### config.mk
export PLATFORM = sky130hd
export DESIGN_NAME = prio_grant_queue
export DESIGN_NICKNAME = d
export VERILOG_FILES = /design/src/rtl/prio_grant_queue.sv
export SDC_FILE = /design/constraint.sdc
export NUM_CORES = 1
export LEC_CHECK = 0
export ABC_CLOCK_PERIOD_IN_PS = 2300
export BUFFER_PORTS_ARGS = -buffer_cell sky130_fd_sc_hd__buf_4
export CAP_MARGIN = 20
export CORE_MARGIN = 3
export CORE_UTILIZATION = 50
export CTS_CLUSTER_DIAMETER = 80
export DETAILED_ROUTE_END_ITERATION = 7
export PLACE_DENSITY = 0.74
export SKIP_LAST_GASP = 1
export SLEW_MARGIN = 10
export SYNTH_ARGS = -nofsm -noshare
export SYNTH_HDL_FRONTEND = slang
export SYNTH_SLANG_ARGS = --single-unit
### constraint.sdc
create_clock -name clk -period 2.3 [get_ports clk]
set_clock_uncertainty 0.1 [all_clocks]
set_input_delay 0.345 -clock clk [delete_from_list [all_inputs] [get_ports clk]]
set_output_delay 0.345 -clock clk [all_outputs]
set_load 0.01 [all_outputs]
### src/rtl/prio_grant_queue.sv
// prio_grant_queue
//   Small FIFO placed after the 4-bit priority encoder. Each valid encoded
//   index is buffered and handed to a grant consumer over a valid/ready
//   handshake with first-word fall-through. Offers made while the queue is
//   full (and not draining) are dropped, flagged by a sticky overflow bit
//   and tallied in a saturating drop counter.
//
// Ports
//   clk        clock, all state changes on the rising edge
//   rst        asynchronous active-low reset
//   in_valid   encoder valid, an index is offered this cycle
//   in_idx     encoder index
//   out_ready  consumer accepts the head entry this cycle
//   clr_ovf    synchronous clear of overflow and drop_cnt
//   out_valid  head entry available (queue non-empty)
//   out_idx    head entry, 0 when empty
//   count      occupancy 0..DEPTH
//   full       count == DEPTH
//   empty      count == 0
//   overflow   sticky, an offered index was dropped
//   drop_cnt   saturating number of dropped indices
module prio_grant_queue #(
    parameter int DEPTH  = 4,
    parameter int IDX_W  = 2,
    parameter int DROP_W = 8
) (
    input  logic                       clk,
    input  logic                       rst,
    input  logic                       in_valid,
    input  logic [IDX_W-1:0]           in_idx,
    input  logic                       out_ready,
    input  logic                       clr_ovf,
    output logic                       out_valid,
    output logic [IDX_W-1:0]           out_idx,
    output logic [$clog2(DEPTH):0]     count,
    output logic                       full,
    output logic                       empty,
    output logic                       overflow,
    output logic [DROP_W-1:0]          drop_cnt
);

    localparam int PTR_W = $clog2(DEPTH);
    localparam int CNT_W = PTR_W + 1;

    logic [IDX_W-1:0] mem [DEPTH];
    logic [PTR_W-1:0] wr_ptr;
    logic [PTR_W-1:0] rd_ptr;

    logic pop;
    logic push;
    logic drop;

    assign empty     = (count == '0);
    assign full      = (count == CNT_W'(DEPTH));
    assign out_valid = !empty;
    // Storage is not reset, so the head is masked while empty to keep out_idx defined.
    assign out_idx   = empty ? '0 : mem[rd_ptr];

    assign pop  = out_valid & out_ready;
    // A full queue still accepts an offer when the head leaves in the same cycle.
    assign push = in_valid & (!full | pop);
    assign drop = in_valid & full & !pop;

    always_ff @(posedge clk) begin
        if (push) begin
            mem[wr_ptr] <= in_idx;
        end
    end

    // DEPTH is a power of two, so pointer increments wrap modulo DEPTH naturally.
    always_ff @(posedge clk or negedge rst) begin
        if (!rst) begin
            wr_ptr <= '0;
            rd_ptr <= '0;
            count  <= '0;
        end else begin
            if (push) begin
                wr_ptr <= wr_ptr + 1'b1;
            end
            if (pop) begin
                rd_ptr <= rd_ptr + 1'b1;
            end
            if (push && !pop) begin
                count <= count + 1'b1;
            end else if (pop && !push) begin
                count <= count - 1'b1;
            end
        end
    end

    // A drop in the same cycle as clr_ovf wins: the clear is applied first, then the drop counted.
    always_ff @(posedge clk or negedge rst) begin
        if (!rst) begin
            overflow <= 1'b0;
            drop_cnt <= '0;
        end else if (drop) begin
            overflow <= 1'b1;
            if (clr_ovf) begin
                drop_cnt <= DROP_W'(1);
            end else if (drop_cnt != '1) begin
                drop_cnt <= drop_cnt + 1'b1;
            end
        end else if (clr_ovf) begin
            overflow <= 1'b0;
            drop_cnt <= '0;
        end
    end

endmodule

==> results of run 1 <==
## logic make-up after synthesis
family | synth area share
muxes | 0.0549
DFF | 0.531
buffers and inverters | 0.0342
and+or+nand+nor | 0.141
adders and majority gates | 0.0788
AOI/OAI and AO/OA | 0.110
xor gates and xnor gates | 0.0508
## sequential cells by signal, indices dropped and copies added, names as in the netlist
register  cells
wr_ptr        2
overflow      1
rd_ptr        2
count         3
mem           8
drop_cnt      8
## per-layer routing
metal	up-vias	track usage	wire length, µm
li1	429	-	-
met5	-	0	0
met3	4	0.0268	121
met2	23	0.258	1050
met1	418	0.240	1020
met4	0	0.0931	40
## synth_stat cells (2+ instances only)
| master | n | share of area |
|---|---|---|
| dfrtp_1 | 16 | 0.33 |
| inv_1 | 9 | 0.028 |
| edfxtp_1 | 8 | 0.20 |
| and2_1 | 6 | 0.031 |
| ha_1 | 6 | 0.062 |
| nand2_1 | 5 | 0.016 |
| a21oi_1 | 4 | 0.017 |
| nand3_1 | 4 | 0.017 |
| o21ai_0 | 4 | 0.017 |
| or3_1 | 4 | 0.021 |
| xnor2_1 | 4 | 0.029 |
| nor2_1 | 3 | 0.0093 |
| xor2_1 | 3 | 0.022 |
| a211oi_1 | 2 | 0.012 |
| mux4_2 | 2 | 0.037 |
| nor4_1 | 2 | 0.010 |
| o31ai_1 | 2 | 0.012 |
## per-stage QoR
stage	setup TNS [ns]	setup WS, ns	hold WS, ns
after global placement	0	0.221	0.117
after CTS	0	0.0950	0.116
final	0	0.107	0.127
after detailed placement	0	0.126	0.116
after floorplan	0	0.0415	-0.0506
after global routing	-0.00884	-0.00884	0.107
## final timing paths
path                                  startpoint               endpoint  cells past startpoint
setup / recovery            count[2]$_DFFE_PN0P_   count[2]$_DFFE_PN0P_                      8
hold / removal                         in_idx[0]    mem[3][0]$_DFFE_PP_                      1
setup reg to reg            count[2]$_DFFE_PN0P_   count[2]$_DFFE_PN0P_                      8
hold reg to reg            rd_ptr[1]$_DFFE_PN0P_  rd_ptr[1]$_DFFE_PN0P_                      1
max in group asynchronous                    rst   count[0]$_DFFE_PN0P_                      2
min in group asynchronous                    rst   count[0]$_DFFE_PN0P_                      2
## cells in the final DEF, fill, tap and decap left out
| master | netlist | layout |
|---|---|---|
| nor4_1 | 2 | 2 |
| xnor2_1 | 4 | 4 |
| o211ai_4 | 1 | 1 |
| and3_1 | 1 | 1 |
| nor3b_4 | 1 | 1 |
| mux2_2 | 1 | 1 |
| edfxtp_1 | 8 | 8 |
| dfrtp_2 | 0 | 1 |
| ha_1 | 6 | 5 |
| o31a_1 | 1 | 1 |
| buf_4 | 0 | 29 |
| dfrtp_1 | 16 | 15 |
| a211oi_1 | 2 | 2 |
| nand3_1 | 4 | 4 |
| nand4_1 | 1 | 1 |
| o31ai_1 | 2 | 2 |
| xor2_1 | 3 | 3 |
| mux2i_1 | 1 | 1 |
| a31o_2 | 1 | 1 |
| and2_1 | 6 | 6 |
| or4_1 | 1 | 1 |
| a21boi_1 | 1 | 1 |
| clkbuf_4 | 0 | 3 |
| a21oi_1 | 4 | 4 |
| bufinv_16 | 0 | 1 |
| o21ai_0 | 4 | 4 |
| nor2_1 | 3 | 3 |
| inv_1 | 9 | 9 |
| dlygate4sd3_1 | 0 | 1 |
| nand2_1 | 5 | 5 |
| nor2b_1 | 1 | 1 |
| ha_2 | 0 | 1 |
| o2111ai_1 | 1 | 1 |
| o21bai_1 | 1 | 1 |
| mux4_2 | 2 | 2 |
| or3_1 | 4 | 4 |
| fa_1 | 1 | 1 |
## what timing repair did
| action | 4_1_cts | 5_1_grt |
|---|---|---|
| hold endpoints to repair | 16 | 0 |
| hold buffers | 1 | 0 |
| endpoints found under the setup margin | 0 | 1 |
| buffers inserted | 0 | 1 |
| gates resized for setup | 0 | 2 |
## area by class of cell
class | instances | area, µm² | share of cell area
sequential | 24 | 642 | 0.423
multi-input combinational | 65 | 528 | 0.348
timing repair buffer | 30 | 228 | 0.150
tap | 28 | 35.0 | 0.0231
inverter | 9 | 33.8 | 0.0222
clock inverter | 1 | 30.0 | 0.0198
clock buffer | 3 | 22.5 | 0.0148
## critical path, cell delays in order (launching register included)
cell,delay [ns]
dfrtp_1,0.43
or3_1,0.40
nand2_1,0.13
ha_2,0.20
inv_1,0.06
fa_1,0.37
xor2_1,0.15
nor2_1,0.11
xor2_1,0.17
## power groups by stage
stage / logic [µW] / clock network (µW) / registers (µW)
2_1_floorplan: 333 / 0 / 656
3_3_place_gp: 573 / 0 / 639
3_5_place_dp: 595 / 0 / 648
4_1_cts: 600 / 307 / 638
5_1_grt: 679 / 326 / 652
6_report: 611 / 301 / 635
==> run_results.csv, run 1 <==
group,metric,value,unit
run_status,outcome,"completed",
synthesis,synth_ff_type,"dfrtp_1",
pwr,netSwitchingPower,483,µW
final_layout,finalNetCount,147,
synthesis,synth_fp_nets,114,
die,die_w,55.1,µm
worst_setup_path,crit_path_start_kind,"flip-flop",
die,die_y,55.1,µm
placement,port_buffers,23,
synthesis,synthArstFlopShare,0.667,
die,start_util,0.536,
route,post_drt_wl_per_cell,13.9,µm
worst_setup_path,critPathKind,"flip-flop to flip-flop",
pwr,comb_power_share,0.395,
clock_network,htree_levels,1,
synthesis,ys_warn_count,0,
final_layout,final_cells,160,
global_routing,grt_pass1_vias,787,
synthesis,synth-seq-area-share,0.531,
global_routing,grt_pass1_wl,3.61,mm
route,drt-initial-drc-count,14,
sta,fin_crit_sh,0.953,
global_routing,antenna_found_initial,0,
final_layout,fillers,185,
pwr,p_seq_frac,0.411,
flow_run,drv_cap,0,
worst_setup_path,crit_fanout,4,
synthesis,ys_types,33,
final_layout,drive_gt1_frac,0.311,
worst_setup_path,required,2.44,ns
synthesis,syn_avg_cell_area,12.1,µm²
route,ant_nets,0,
worst_setup_path,crit_arrival,2.34,ns
synthesis,syn_inst,100,
synthesis,synth_edf_count,8,
min_path,holdCritPathClass,"input pin to flip-flop",
placement,placed_cells,154,
placement,place.gp.congestion,0.781,
final_layout,diodes,0,
worst_setup_path,endpoint_kind,"flip-flop",
sta,slew_viol_final,0,
sta,setup_viol,0,
clock_network,clock_path_buffers,2,
pwr,power.leakage,0.000670,µW
placement,hpwl,1.68,mm
pwr,power.total,1550,µW
sta,hold_viol,0,
clock_network,numCtsBuffers,3,
sta,worstMarginPinSlew,0.317,ns
pwr,ir_drop,742,µV
synthesis,netlist_area,1210,µm²
die,die_area,3040,µm²
pwr,p_clk_frac,0.195,
clock_network,cts_tree,"built",
route,wl,2.23,mm
placement,dpl_cell_area,1450,µm²
worst_setup_path,reg2reg_setup_slack,0.11,ns
final_layout,final_area,1520,µm²
global_routing,grt_max_degree,17,
final_layout,finalCoreUtilization,0.674,
global_routing,track_usage,0.172,
die,core_area,2250,µm²
clock_network,clk_pin_slew,0.13,ns
sta,fmax,456,MHz
synthesis,synth-seq-cells,24,
clock_network,cts_root_buf,"clkbuf_4",
clock_network,clkSinkCount,24,
route,drcViolationCount,0,
die,rows,17,
global_routing,gr-total-overflow,0,
pwr,p_int,1060,µW
pwr,sw_frac_of_total,0.313,
route,vias,874,
sta,min_period,2.19,ns
pwr,powerDensity,1020,nW/µm²
clock_network,clock_latency,0.31,ns
sta,relSlewSlack,0.788,
die,ioPinCount,24,
route,first_pass_iters,4,
route,viasPerCell,5.46,
final_layout,area_delta_synth_final,25.8,%
Power figures use the tool's default switching activity.
==> inputs of run 2 (changes only) <==
--- a/config.mk
+++ b/config.mk
@@ -13,6 +13,7 @@
 export CTS_CLUSTER_DIAMETER = 80
 export DETAILED_ROUTE_END_ITERATION = 7
 export PLACE_DENSITY = 0.74
+export REMOVE_ABC_BUFFERS = 1
 export SKIP_LAST_GASP = 1
 export SLEW_MARGIN = 10
 export SYNTH_ARGS = -nofsm -noshare
==> run 2 against run 1 <==
Compared with the run above: core utilization shrank 1.6 points; first-iteration DRC count shrank 64%; wire length shrank 1.5%; power shrank 8.9%; via count shrank 3.3%; sequential cell count is the same; critical path depth is the same; design area shrank 2.4%; critical endpoint unchanged.
==> run_results.csv, run 2 (synthesis results as in run 1) <==
group,metric,value,unit
run_status,outcome,"completed",
pwr,power.leakage,0.000654,µW
placement,dpl_cell_area,1450,µm²
clock_network,clk_pin_slew,0.12,ns
die,die_y,55.1,µm
clock_network,clock_latency,0.30,ns
placement,port_buffers,23,
worst_setup_path,path_delay_family,"simple AND/OR/NAND/NOR gates",
placement,hpwl,1.69,mm
die,core_area,2250,µm²
global_routing,grt_pass1_wl,3.55,mm
sta,fin_crit_sh,0.944,
global_routing,grt_pass1_vias,845,
worst_setup_path,critPathKind,"flip-flop to flip-flop",
sta,rsz0062_at_grt,"false",
route,wl,2.19,mm
sta,setup_viol,0,
sta,worstMarginPinSlew,0.348,ns
worst_setup_path,endpoint_kind,"flip-flop",
route,drt-initial-drc-count,5,
global_routing,grt_max_degree,17,
worst_setup_path,crit_path_start_kind,"flip-flop",
route,vias,845,
sta,fmax,460,MHz
route,dr_wl_met3,98,µm
final_layout,final_common_cell,"buf_4",
pwr,ir_drop,594,µV
final_layout,final_cells,159,
final_layout,final_area,1480,µm²
clock_network,numCtsBuffers,3,
die,die_w,55.1,µm
worst_setup_path,path_buf_inv,1,
route,post_drt_wl_per_cell,13.8,µm
worst_setup_path,crit_fanout,4,
sta,timing.final.ws_setup,0.128,ns
sta,hold_viol,0,
clock_network,htree_levels,1,
placement,place.gp.congestion,0.760,
clock_network,clock_path_buffers,2,
final_layout,finalNetCount,146,
global_routing,antenna_found_initial,0,
final_layout,diodes,0,
flow_run,drv_cap,0,
die,ioPinCount,24,
clock_network,cts_root_buf,"clkbuf_4",
die,die_area,3040,µm²
final_layout,mostFrequentLayoutCells,"buf_4 (28), dfrtp_1 (15), inv_1 (9), edfxtp_1 (8)",
route,ant_nets,0,
sta,relSlewSlack,0.768,
worst_setup_path,reg2reg_setup_slack,0.13,ns
worst_setup_path,cpPeakStageDelay,0.43,ns
worst_setup_path,crit_slowest_cell,"dfrtp_1",
route,wl_met2,1.03,mm
worst_setup_path,crit_path_cell_trace,"or3_1 > nand2_1 > ha_1 > inv_1 > fa_1 > xor2_1 > nor2_1 > xor2_1",
placement,placed_cells,154,
final_layout,drive_gt1_frac,0.290,
sta,setup_tns,0,ns
global_routing,track_usage,0.168,
global_routing,gr-total-overflow,0,
route,highest_layer,"met4",
sta,min_period,2.17,ns
clock_network,clkSinkCount,24,
route,wl_met1,1.02,mm
route,first_pass_iters,4,
sta,slew_viol_final,0,
pwr,powerDensity,950,nW/µm²
sta,hold_ws,0.141,ns
worst_setup_path,crit_arrival,2.31,ns
final_layout,area_delta_synth_final,22.8,%
die,rows,17,
final_layout,fillers,192,
die,start_util,0.536,
route,viasPerCell,5.31,
min_path,holdCritPathClass,"input pin to flip-flop",
final_layout,reg_top3,"drop_cnt: 8 flops, mem: 8 flops, count: 3 flops",
placement,pre_cts_slack,0.130,ns
worst_setup_path,path_common_cell,"xor2_1",
worst_setup_path,required,2.43,ns
route,drcViolationCount,0,
clock_network,cts_tree,"built",
run 2: cell types whose count changed in the layout (fill, tap and decap cells not counted):
| cell | before | now |
|---|---|---|
| clkbuf_1 | 0 | 1 |
| ha_1 | 5 | 6 |
| bufinv_16 | 1 | 0 |
| ha_2 | 1 | 0 |
| buf_4 | 29 | 28 |
run 2: worst paths after layout:
path | to | startpoint | cells past startpoint
setup reg to reg | count[2]$_DFFE_PN0P_ | count[2]$_DFFE_PN0P_ | 8
max in group asynchronous | count[0]$_DFFE_PN0P_ | rst | 2
setup / recovery | count[2]$_DFFE_PN0P_ | count[2]$_DFFE_PN0P_ | 8
min in group asynchronous | rd_ptr[1]$_DFFE_PN0P_ | rst | 2
hold reg to reg | rd_ptr[1]$_DFFE_PN0P_ | rd_ptr[1]$_DFFE_PN0P_ | 1
hold / removal | mem[2][0]$_DFFE_PP_ | in_idx[0] | 1
run 2: where the power goes:
| group | internal, µW | switching [µW] |
|---|---|---|
| logic | 329 | 262 |
| clock network | 67.6 | 114 |
| registers | 547 | 89.1 |
run 2: worst reg2reg max path, stage by stage, from the launching register on:
cell	delay [ns]
dfrtp_1	0.43
or3_1	0.40
nand2_1	0.11
ha_1	0.20
inv_1	0.06
fa_1	0.38
xor2_1	0.15
nor2_1	0.11
xor2_1	0.16
run 2: area by class of cell:
class / instances / area (µm²) / area share
Inverter: 9 / 33.8 / 0.0228
Sequential cell: 24 / 642 / 0.433
Tap cell: 28 / 35.0 / 0.0236
Multi-Input combinational cell: 65 / 526 / 0.354
Timing Repair Buffer: 29 / 220 / 0.149
Clock buffer: 4 / 26.3 / 0.0177
run 2: per-layer routing:
layer | vias to the layer above | GRT usage
li1 | 422 | -
met1 | 398 | 0.214
met2 | 21 | 0.278
met3 | 4 | 0.0241
met4 | 0 | 0.0850
met5 | - | 0
run 2: what timing repair did:
action                     in CTS  in global routing
setup endpoints to repair       0                  1
setup buffers                   0                  0
hold endpoints to repair       16                  0
resized for setup               0                  1
hold buffers                    1                  0
run 2: through the flow:
step,utilization,power (µW)
floorplan,-,984
CTS,0.657,1430
detailed placement,0.641,1240
global placement,0.641,1210
finish,0.658,1410
global route,0.658,1530
==> inputs of run 3 (changes only) <==
--- a/config.mk
+++ b/config.mk
@@ -5,7 +5,7 @@
 export SDC_FILE = /design/constraint.sdc
 export NUM_CORES = 1
 export LEC_CHECK = 0
-export ABC_CLOCK_PERIOD_IN_PS = 2300
+export ABC_CLOCK_PERIOD_IN_PS = 2000
 export BUFFER_PORTS_ARGS = -buffer_cell sky130_fd_sc_hd__buf_4
 export CAP_MARGIN = 20
 export CORE_MARGIN = 3
==> constraint.sdc (replaced) <==
create_clock -name clk -period 2 [get_ports clk]
set_clock_uncertainty 0.1 [all_clocks]
set_input_delay 0.3 -clock clk [delete_from_list [all_inputs] [get_ports clk]]
set_output_delay 0.3 -clock clk [all_outputs]
set_load 0.01 [all_outputs]
==> run 3 against run 2 <==
Compared with the run above: setup slack lost 0.12 ns; via count grew 7.6%; wire length grew 12%; design area grew 10%; critical endpoint is now count[1]$_DFFE_PN0P_.
==> run_results.csv, run 3 (synthesis results as in run 1) <==
group,metric,value,unit
pwr,power.leakage,0.000725,µW
worst_setup_path,crit_fanout,3,
die,die_y,55.1,µm
final_layout,reg_top3,"drop_cnt: 8 flops, mem: 8 flops, count: 3 flops",
route,drt-initial-drc-count,18,
sta,setup_tns,0,ns
route,viasPerCell,5.38,
pwr,comb_power_share,0.443,
worst_setup_path,endpoint_kind,"flip-flop",
sta,min_period,1.99,ns
run_status,outcome,"completed",
placement,hpwl,1.76,mm
die,ioPinCount,24,
pwr,ir_drop,850,µV
die,core_area,2250,µm²
worst_setup_path,crit_path_start_kind,"flip-flop",
pwr,p_clk_frac,0.182,
final_layout,finalNetCount,156,
clock_network,clock_path_buffers,2,
route,wl,2.46,mm
sta,fmax,502,MHz
placement,port_buffers,23,
clock_network,clock_latency,0.31,ns
die,rows,17,
pwr,netSwitchingPower,593,µW
min_path,holdCritPathClass,"input pin to flip-flop",
placement,dpl_cell_area,1500,µm²
clock_network,numCtsBuffers,3,
placement,place.gp.congestion,0.759,
flow_run,drv_cap,0,
global_routing,gr-total-overflow,0,
clock_network,htree_levels,1,
clock_network,cts_root_buf,"clkbuf_4",
pwr,p_seq_frac,0.375,
final_layout,final_common_cell,"buf_4",
sta,rsz0062_at_grt,"true",
sta,hold_viol,0,
die,start_util,0.536,
global_routing,antenna_found_initial,0,
clock_network,clk_pin_slew,0.13,ns
sta,timing.final.ws_setup,0.00639,ns
worst_setup_path,critPathKind,"flip-flop to flip-flop",
route,vias,909,
route,post_drt_wl_per_cell,14.6,µm
final_layout,drive_gt1_frac,0.397,
sta,worstMarginPinSlew,0.389,ns
worst_setup_path,crit_arrival,2.11,ns
die,die_w,55.1,µm
final_layout,area_delta_synth_final,35.1,%
sta,relSlewSlack,0.740,
sta,fin_crit_sh,0.997,
route,first_pass_iters,4,
clock_network,cts_tree,"built",
final_layout,mostFrequentLayoutCells,"buf_4 (36), dfrtp_1 (15), inv_1 (8), edfxtp_1 (8), and2_1 (6)",
final_layout,final_area,1630,µm²
final_layout,diodes,0,
sta,slew_viol_final,0,
route,ant_nets,0,
global_routing,track_usage,0.179,
final_layout,finalCoreUtilization,0.724,
worst_setup_path,required,2.11,ns
clock_network,clkSinkCount,24,
global_routing,grt_pass1_wl,3.79,mm
worst_setup_path,reg2reg_setup_slack,0.006,ns
route,drcViolationCount,0,
global_routing,grt_max_degree,17,
pwr,powerDensity,1180,nW/µm²
placement,pre_cts_slack,-0.120,ns
global_routing,grt_pass1_vias,849,
sta,setup_viol,0,
pwr,sw_frac_of_total,0.309,
die,die_area,3040,µm²
pwr,p_int,1330,µW
run 3: layout make-up:
cell class	count	area, µm²
flip-flops and latches	24	642
clock inverters	1	30.0
multi-input cells	65	566
inverters	9	33.8
clock buffers	3	22.5
well taps	28	35.0
fillers	164	623
repair buffers	39	303
run 3: power by group through the flow:
| stage | registers (µW) | clock network, µW | logic, µW |
|---|---|---|---|
| 6_report | 721 | 350 | 851 |
| 3_5_place_dp | 725 | 0 | 760 |
| 5_1_grt | 739 | 377 | 954 |
| 3_3_place_gp | 717 | 0 | 736 |
| 2_1_floorplan | 754 | 0 | 377 |
| 4_1_cts | 717 | 355 | 801 |
run 3: stage by stage:
step           hold slack [ns]  std cells  total power [µW]
2_1_floorplan          -0.0956         98              1130
3_3_place_gp            0.0704        161              1450
3_5_place_dp            0.0711        161              1490
4_1_cts                 0.0754        167              1870
5_1_grt                 0.0664        169              2070
6_report                0.0818        169              1920
run 3: per-layer routing:
layer / global-route usage / up-vias / part of all wire
li1: - / 444 / -
met1: 0.214 / 433 / 0.43
met2: 0.329 / 28 / 0.51
met3: 0.0268 / 4 / 0.046
met4: 0.0567 / 0 / 0.013
met5: 0 / - / 0
run 3: final timing paths:
check / startpoint / to / cells past startpoint
worst max-delay path: count[0]$_DFFE_PN0P_ / count[1]$_DFFE_PN0P_ / 7
worst min-delay path: in_idx[0] / mem[0][0]$_DFFE_PP_ / 1
worst max register to register: count[0]$_DFFE_PN0P_ / count[1]$_DFFE_PN0P_ / 7
worst min register to register: rd_ptr[1]$_DFFE_PN0P_ / rd_ptr[1]$_DFFE_PN0P_ / 1
max in group asynchronous: rst / rd_ptr[0]$_DFFE_PN0P_ / 2
min in group asynchronous: rst / rd_ptr[1]$_DFFE_PN0P_ / 2
run 3: repair_timing:
item | CTS | global route
hold buffers | 1 | 0
pin swaps | 4 | 5
buffers inserted | 2 | 2
setup endpoints to repair | 4 | 5
resized for setup | 6 | 7
hold endpoints to repair | 16 | 0
run 3: critical path, stage by stage (launching register included):
cell      delay [ns]
dfrtp_1         0.43
buf_6           0.13
nor3b_4         0.21
a21boi_2        0.11
ha_4            0.18
inv_2           0.05
fa_2            0.41
mux2_4          0.27
